`src/rtl/keygen_search_ctrl.sv`:
```
// keygen_search_ctrl
// Drives the GCD key-validity unit during RSA key-pair search. Takes candidate
// prime pairs over a valid/ready handshake, kicks one GCD evaluation per pair,
// flushes the GCD between attempts, and stops on the first valid pair (done) or
// when the attempt budget runs out (fail). Every output is a flop.
`timescale 1ns/1ps

module keygen_search_ctrl #(
  parameter int HALF_KEY_LENGTH = 16,
  parameter int e_WIDTH         = 3,
  parameter int MAX_TRIES       = 16,
  parameter int TIMEOUT         = 128,
  parameter int ATT_W           = 8
) (
  input  logic                           clk,
  input  logic                           rst,
  input  logic                           go,
  input  logic                           cand_valid,
  output logic                           cand_ready,
  input  logic [HALF_KEY_LENGTH-1:0]     cand_p1,
  input  logic [HALF_KEY_LENGTH-1:0]     cand_p2,
  output logic                           gcd_rst,
  output logic                           gcd_start,
  output logic [HALF_KEY_LENGTH-1:0]     gcd_p1,
  output logic [HALF_KEY_LENGTH-1:0]     gcd_p2,
  input  logic                           gcd_ready,
  input  logic                           gcd_valid,
  input  logic [2*HALF_KEY_LENGTH-1:0]   gcd_mod,
  input  logic [2*HALF_KEY_LENGTH-1:0]   gcd_fn,
  output logic                           busy,
  output logic                           done,
  output logic                           fail,
  output logic [2*HALF_KEY_LENGTH-1:0]   key_mod,
  output logic [2*HALF_KEY_LENGTH-1:0]   key_fn,
  output logic [ATT_W-1:0]               attempts
);

  localparam int H     = HALF_KEY_LENGTH;
  localparam int TMR_W = $clog2(TIMEOUT + 1);

  localparam logic [ATT_W-1:0] MAX_ATT  = ATT_W'(MAX_TRIES);
  localparam logic [TMR_W-1:0] TMR_LAST = TMR_W'(TIMEOUT - 1);

  // Elaboration-time guard against a parameter set the controller cannot honour.
  if (MAX_TRIES < 1 || MAX_TRIES >= (1 << ATT_W) || TIMEOUT < 2 || e_WIDTH < 1) begin : g_param_check
    $error("keygen_search_ctrl: illegal parameter combination");
  end

  typedef enum logic [2:0] {
    S_IDLE  = 3'd0,
    S_FLUSH = 3'd1,
    S_REQ   = 3'd2,
    S_KICK  = 3'd3,
    S_WAIT  = 3'd4,
    S_EVAL  = 3'd5,
    S_DONE  = 3'd6,
    S_FAIL  = 3'd7
  } state_t;

  state_t           state_r;
  logic [TMR_W-1:0] timer_r;
  logic             pair_bad_s;

  // A pair with equal or zero halves can never yield a key, so it is discarded
  // without spending a GCD run (it still consumes an attempt).
  assign pair_bad_s = (cand_p1 == cand_p2) ||
                      (cand_p1 == {H{1'b0}}) ||
                      (cand_p2 == {H{1'b0}});

  // Search sequencer: state, attempt/timer bookkeeping and all registered outputs.
  always_ff @(posedge clk) begin
    if (!rst) begin
      state_r    <= S_IDLE;
      timer_r    <= '0;
      cand_ready <= 1'b0;
      gcd_rst    <= 1'b0;
      gcd_start  <= 1'b0;
      gcd_p1     <= '0;
      gcd_p2     <= '0;
      busy       <= 1'b0;
      done       <= 1'b0;
      fail       <= 1'b0;
      key_mod    <= '0;
      key_fn     <= '0;
      attempts   <= '0;
    end else begin
      // Pulse-like outputs fall back to their idle values unless a transition
      // below re-asserts them for the state being entered.
      gcd_start  <= 1'b0;
      cand_ready <= 1'b0;
      gcd_rst    <= 1'b1;
      case (state_r)
        S_IDLE, S_DONE, S_FAIL: begin
          if (go) begin
            done     <= 1'b0;
            fail     <= 1'b0;
            attempts <= '0;
            busy     <= 1'b1;
            gcd_rst  <= 1'b0;
            state_r  <= S_FLUSH;
          end else begin
            state_r  <= state_r;
          end
        end
        S_FLUSH: begin
          if (attempts >= MAX_ATT) begin
            fail       <= 1'b1;
            busy       <= 1'b0;
            state_r    <= S_FAIL;
          end else begin
            cand_ready <= 1'b1;
            state_r    <= S_REQ;
          end
        end
        S_REQ: begin
          if (cand_valid && cand_ready) begin
            attempts <= attempts + ATT_W'(1);
            gcd_p1   <= cand_p1;
            gcd_p2   <= cand_p2;
            if (pair_bad_s) begin
              gcd_rst   <= 1'b0;
              state_r   <= S_FLUSH;
            end else begin
              gcd_start <= 1'b1;
              state_r   <= S_KICK;
            end
          end else begin
            cand_ready <= 1'b1;
          end
        end
        S_KICK: begin
          timer_r <= '0;
          state_r <= S_WAIT;
        end
        S_WAIT: begin
          // A result arriving on the last allowed cycle still counts.
          if (gcd_ready) begin
            state_r <= S_EVAL;
          end else if (timer_r == TMR_LAST) begin
            gcd_rst <= 1'b0;
            state_r <= S_FLUSH;
          end else begin
            timer_r <= timer_r + TMR_W'(1);
          end
        end
        S_EVAL: begin
          if (gcd_valid) begin
            key_mod <= gcd_mod;
            key_fn  <= gcd_fn;
            done    <= 1'b1;
            busy    <= 1'b0;
            state_r <= S_DONE;
          end else begin
            gcd_rst <= 1'b0;
            state_r <= S_FLUSH;
          end
        end
        default: begin
          busy    <= 1'b0;
          state_r <= S_IDLE;
        end
      endcase
    end
  end

endmodule

```
`config.mk`:
```
export PLATFORM = sky130hd
export DESIGN_NAME = keygen_search_ctrl
export DESIGN_NICKNAME = d
export VERILOG_FILES = /design/src/rtl/keygen_search_ctrl.sv
export SDC_FILE = /design/constraint.sdc
export NUM_CORES = 1
export LEC_CHECK = 0
export CORE_UTILIZATION = 46
export CTS_CLUSTER_SIZE = 30
export DETAILED_ROUTE_END_ITERATION = 7
export GPL_TIMING_DRIVEN = 0
export HOLD_SLACK_MARGIN = 0.1
export MAX_ROUTING_LAYER = met4
export PLACE_DENSITY = 0.86
export REMOVE_ABC_BUFFERS = 1
export SLEW_MARGIN = 15
export SYNTH_ARGS = -nofsm -noshare
export SYNTH_HDL_FRONTEND = slang
export SYNTH_SLANG_ARGS = --single-unit
```
`constraint.sdc`:
```
create_clock -name clk -period 5 [get_ports clk]
set_input_delay 1 -clock clk [delete_from_list [all_inputs] [get_ports clk]]
set_output_delay 1 -clock clk [all_outputs]
set_load 0.005 [all_outputs]
```
# ---- Word level (Yosys, flattened, before mapping)
# Index checks and enable logic that the tools add are counted.
dict set report op_classes {
  addsub 2
  magnitude_cmp 1
  eq_ne 16
  muxes 33
  reduce_logical 21
}
# cell n
set op_table {}
lappend op_table {{16-bit zero test} 2}
lappend op_table {{8-bit 2-to-1 mux} 4}
lappend op_table {{8-bit one-hot mux with 2 select lines} 2}
lappend op_table {{3-bit 2-to-1 mux} 6}
lappend op_table {{3-bit one-hot mux with 6 select lines} 1}
lappend op_table {{3-bit AND reduction} 6}
lappend op_table {{8-bit by 1-bit adder with 8-bit output (second input constant)} 2}
lappend op_table {{16-bit == test} 1}
lappend op_table {{1-bit 2-to-1 mux} 14}
lappend op_table {{3-bit == test (second input constant)} 4}
lappend op_table {{2-bit inequality test (second input constant)} 6}
lappend op_table {{8-bit by 7-bit == test with 1-bit output (second input constant)} 1}
lappend op_table {{8-bit by 5-bit greater-or-equal comparator with 1-bit output (second input constant)} 1}
lappend op_table {{2-bit nonzero test} 4}
lappend op_table {{3-bit by 2-bit == test with 1-bit output (second input constant)} 2}
lappend op_table {{1-bit one-hot mux with 2 select lines} 3}
lappend op_table {{1-bit one-hot mux with 4 select lines} 1}
lappend op_table {{2-bit AND reduction} 2}
lappend op_table {{4-bit AND reduction} 1}
lappend op_table {{3-bit by 1-bit == test with 1-bit output (second input constant)} 1}
lappend op_table {{3-bit zero test} 1}
lappend op_table {{3-bit inequality test (second input constant)} 1}
lappend op_table {{1-bit one-hot mux with 3 select lines} 1}
lappend op_table {{3-bit nonzero test} 1}
lappend op_table {{4 further kinds} 5}
dict set report word_totals {
  reg_bits 121
  in_bits 102
  output_inout_bits 110
  elab_cells 86
}

# ---- Longest topological paths before layout
dict set report logic_depth {
  word_depth 6
  depth_mapped 8
  depth_no_buf 7
}

# ---- Least setup slack after synthesis
# No wires, ideal clock.
dict set report synth_path {
  path_type {input-to-reg}
  startpoint {input go}
  endpoint {register attempts[5]}
  setup_time_ns 0.127
  arrival_ns 2.137
  t_required_ns 4.873
  slack_ns 2.736
  path_stages 6
  path_buffers 1
  cell_sequence {buf_2 nand2b_4 a211o_4 a2111oi_4 xnor2_1 nor2_2}
}
dict set report synth_between {
  elab_chain_cells 2
}
# item line
set synth_rtl {}
lappend synth_rtl {{start, declared} 17} ;# input logic go,
lappend synth_rtl {{2-bit inequality test (no line)} --}
lappend synth_rtl {{3-bit AND reduction (no line)} --}
lappend synth_rtl {{end signal, assigned} 117} ;# attempts <= attempts + ATT_W'(1);
lappend synth_rtl {{end, declared} 35} ;# output logic [ATT_W-1:0] attempts
# Every way passes these cells.
# A chain may end at the register's enable or synchronous reset.

# ---- Worst setup path in the final report
dict set report layout_path {
  startpoint {register state_r[1]}
  endpoint {register attempts[0]}
}
dict set report layout_between {
  elab_chain_cells 4
  word_cells_on_any_way 10
  classes_between {eq/ne: 5; mux: 1; reduce/logical: 4}
}
# item line
set layout_rtl {}
lappend layout_rtl {{start, declared} 60} ;# state_t state_r;
lappend layout_rtl {{start signal, assigned} 102} ;# state_r <= state_r;
lappend layout_rtl {{3-bit == test / 3-bit zero test (equally long branches)} 92} ;# case (state_r)
lappend layout_rtl {{3-bit OR reduction} 92}
lappend layout_rtl {{2-bit inequality test (no line) / 2-bit nonzero test (equally long branches)} --}
lappend layout_rtl {{3-bit AND reduction (no line)} --}
# Several ways; a longest one is shown, not always the timed one.

==> impl_metrics.json <==
{
  "ir_drop_uv": 252,
  "syn_to_final_growth_pct": 56.1,
  "via_count": 5205,
  "synth_xor_area_share_pct": 4.95,
  "p_switching_uw": 670,
  "synth-seq-cells": 121,
  "drt_wl_total_um": 15200,
  "grt_max_degree": 107,
  "final_antenna_net_count": 0,
  "yosys.area.top_type_share_pct": 48.9,
  "drt_iter0_drc": 220,
  "synthTopCellsByArea": "dfxtp_1 (49%), nand2_1 (16%), a21oi_1 (12%)",
  "clk_path_buf_depth": 2,
  "fin_nets": 928,
  "crit_fanout": 34,
  "synth_compound_area_share_pct": 16.9,
  "r2r_start": "state_r[1]$_SDFFE_PN0P_",
  "seqCellArea_mm2": 0.00242,
  "yosysWarnings": 0,
  "start_util_pct": 47.8,
  "drc": 0,
  "grt_pass1_vias": 5116,
  "pwr-share-seq_pct": 40.5,
  "dp_hpwl_um": 10500,
  "die_y_um": 106,
  "hold_path.class": "reg2reg",
  "path_class": "reg2reg",
  "drv_slew": 0,
  "gr-total-overflow": 0,
  "maxCapViolCount": 0,
  "synthesis.area_mm2": 0.00495,
  "crit_path_start_kind": "flip-flop",
  "io_pins": 212,
  "power.leakage_nw": 2.54,
  "crit_required_ns": 5.45,
  "p_int_mw": 1.93,
  "rows": 37,
  "synth.largest_area_cell": "dfxtp_1",
  "syn_avg_cell_area_um2": 7.90,
  "finalHoldViolations": 0,
  "startpoint": "state_r[1]$_SDFFE_PN0P_",
  "dieArea_mm2": 0.0112,
  "cts_inserted_buffers": 17,
  "clk_pin_slew_ns": 0.06,
  "async_flop_share_pct": 0,
  "yosysSeqAreaShare_pct": 48.9,
  "dp_worst_setup_slack_ns": 1.85,
  "cts_sinks": 121,
  "fill_cells": 774,
  "avgViaCountPerCell": 5.36,
  "gp_congestion": 0.876,
  "p_total_mw": 2.60,
  "power_density_mw_per_mm2": 336,
  "grt_pass1_wl_um": 23900,
  "root_buffer": "clkbuf_8",
  "synth_edf_count": 0,
  "muxShareOfSynthArea_pct": 0.227,
  "setup_slack_ns": 2.37,
  "synth_top_family_by_area": "simple AND/OR/NAND/NOR gates",
  "core-area_mm2": 0.0104,
  "avgRoutedWirePerCell_um": 15.6,
  "multi_input_area_mm2": 0.00238,
  "cts_hold_buf": 0,
  "antenna_cells": 0,
  "dieWidth_um": 106,
  "cts_resized": 0,
  "track_usage_pct": 27.8,
  "layout-drive-gt1-share_pct": 5.87,
  "setup_violations": 0,
  "critical_path_arrival_ns": 3.08,
  "status": "complete, no violations",
  "synth_cell_types": 49,
  "end_kind": "flip-flop",
  "port_buffers": 211,
  "worst_hold_slack_ns": 0.451,
  "synthSimpleGateAreaFrac_pct": 24.3,
  "slew_headroom_pct": 35.8,
  "tightest_slew_ns": 0.956,
  "period_share_pct": 52.7,
  "layout_min_cycle_time_ns": 2.63,
  "synthAdderAreaFrac_pct": 1.01,
  "cts_tree": "built",
  "clkLatencyLatePin_ns": 0.51,
  "hold_start": "key_mod[2]$_SDFFE_PN0P_",
  "antenna_found_initial": 0,
  "postCtsSetupBuffers": 0,
  "rsz0062_at_grt": "no",
  "p_clk_share_pct": 45.3,
  "first_pass_iters": 4,
  "synth_top_flop_cell": "dfxtp_1",
  "pwr-share-comb_pct": 14.2,
  "max_freq_mhz": 380,
  "htree_levels": 4,
  "finClkSkew_ns": 0.0156,
  "switching_share_pct": 25.7,
  "synth_cells": 627
}
[layout by cell type, fill, tap and decap left out, types with 2 or more instances in the layout]
master,Yosys,routed
nand4_1,8,8
o21ai_0,5,5
clkinv_2,0,3
a21boi_0,2,2
nand2_1,207,207
a211oi_1,5,5
clkinv_4,0,2
clkdlybuf4s50_1,0,211
and2_1,2,2
o31ai_1,2,2
nor4_1,10,10
nor3_1,3,3
nor2b_1,2,2
inv_1,6,6
clkinvlp_4,0,5
bufinv_16,0,2
a31oi_1,2,2
nor2_1,23,23
clkbuf_16,0,16
nand3_1,16,14
dfxtp_1,121,121
ha_1,4,4
clkbuf_8,0,4
xnor2_1,28,28
a21oi_1,115,115
nand2b_1,3,3
[synth_stat cells (2+ instances only)]
| master | count |
|---|---|
| nand3_1 | 16 |
| a21boi_0 | 2 |
| nand4_1 | 8 |
| clkbuf_1 | 25 |
| buf_2 | 4 |
| a211oi_1 | 5 |
| nor3_1 | 3 |
| a31oi_1 | 2 |
| o21ai_0 | 5 |
| dfxtp_1 | 121 |
| nand2b_1 | 3 |
| buf_1 | 7 |
| ha_1 | 4 |
| o31ai_1 | 2 |
| nor2_1 | 23 |
| xnor2_1 | 28 |
| a21oi_1 | 115 |
| and2_1 | 2 |
| nand2_1 | 207 |
| nor2b_1 | 2 |
| inv_1 | 6 |
| nor4_1 | 10 |
[sequential cells by signal (all words and copies together) (netlist names)]
name        cells
gcd_p1         16
key_mod        32
state_r         3
attempts        8
fail            1
cand_ready      1
key_fn         32
gcd_rst         1
done            1
timer_r         8
busy            1
gcd_start       1
gcd_p2         16
[kinds of logic (layout without fill, tap and decap cells)]
group	after synthesis	count (layout)
AND/OR/NAND/NOR	284	284
AO/OA/AOI/OAI	144	144
flip-flops	121	121
buffers and inverters	45	253
XOR/XNOR	28	28
adder cells (fa/ha/maj)	4	4
multiplexers	1	1
[final timing paths]
check	end	slack (ns)	cells past startpoint
max	attempts[0]$_SDFFE_PN0P_	2.37	5
min	key_mod[2]$_SDFFE_PN0P_	0.45	2
max reg2reg	attempts[0]$_SDFFE_PN0P_	2.37	5
min reg2reg	key_mod[2]$_SDFFE_PN0P_	0.45	2
[per-layer routing]
layer	share of wire (%)	vias to the layer above	global-route usage [%]
li1	-	2506	-
met1	40	2461	31.2
met5	0	-	-
met2	50	195	45.1
met3	5.7	43	6.80
met4	4.0	0	16.0
[per-stage QoR]
stage                     TNS, ns  cell area [um^2]  cells  utilization [%]
after floorplan                 0              4800    590                -
after global placement    -0.0249              7090    937             68.3
after global routing            0              7730    971             74.6
after detailed placement        0              7150    939             68.9
after CTS                       0              7730    971             74.5
final                           0              7730    971             74.6
[area by class of cell]
class	count	area share, %
flip-flops and latches	121	31.3
clock buffers	21	5.94
clock inverters	11	1.57
well taps	136	2.20
inverters	8	0.453
multi-input cells	461	30.8
repair buffers	213	27.8
[critical path, cell delays in order (launching register included)]
cell and delay [ns]:
dfxtp_1 0.70, inv_2 0.23, nor3_1 0.49, nand3_2 0.64
o21ai_0 0.37, and2_1 0.15
[power groups by stage]
stage / registers, mW / logic, mW / clock network, mW
2_1_floorplan: 1.06 / 0.183 / 0
3_3_place_gp: 1.06 / 0.350 / 0
3_5_place_dp: 1.07 / 0.364 / 0
4_1_cts: 1.05 / 0.367 / 1.19
5_1_grt: 1.06 / 0.405 / 1.24
6_report: 1.05 / 0.370 / 1.18
Note: power is estimated with default switching activity, not from simulation.
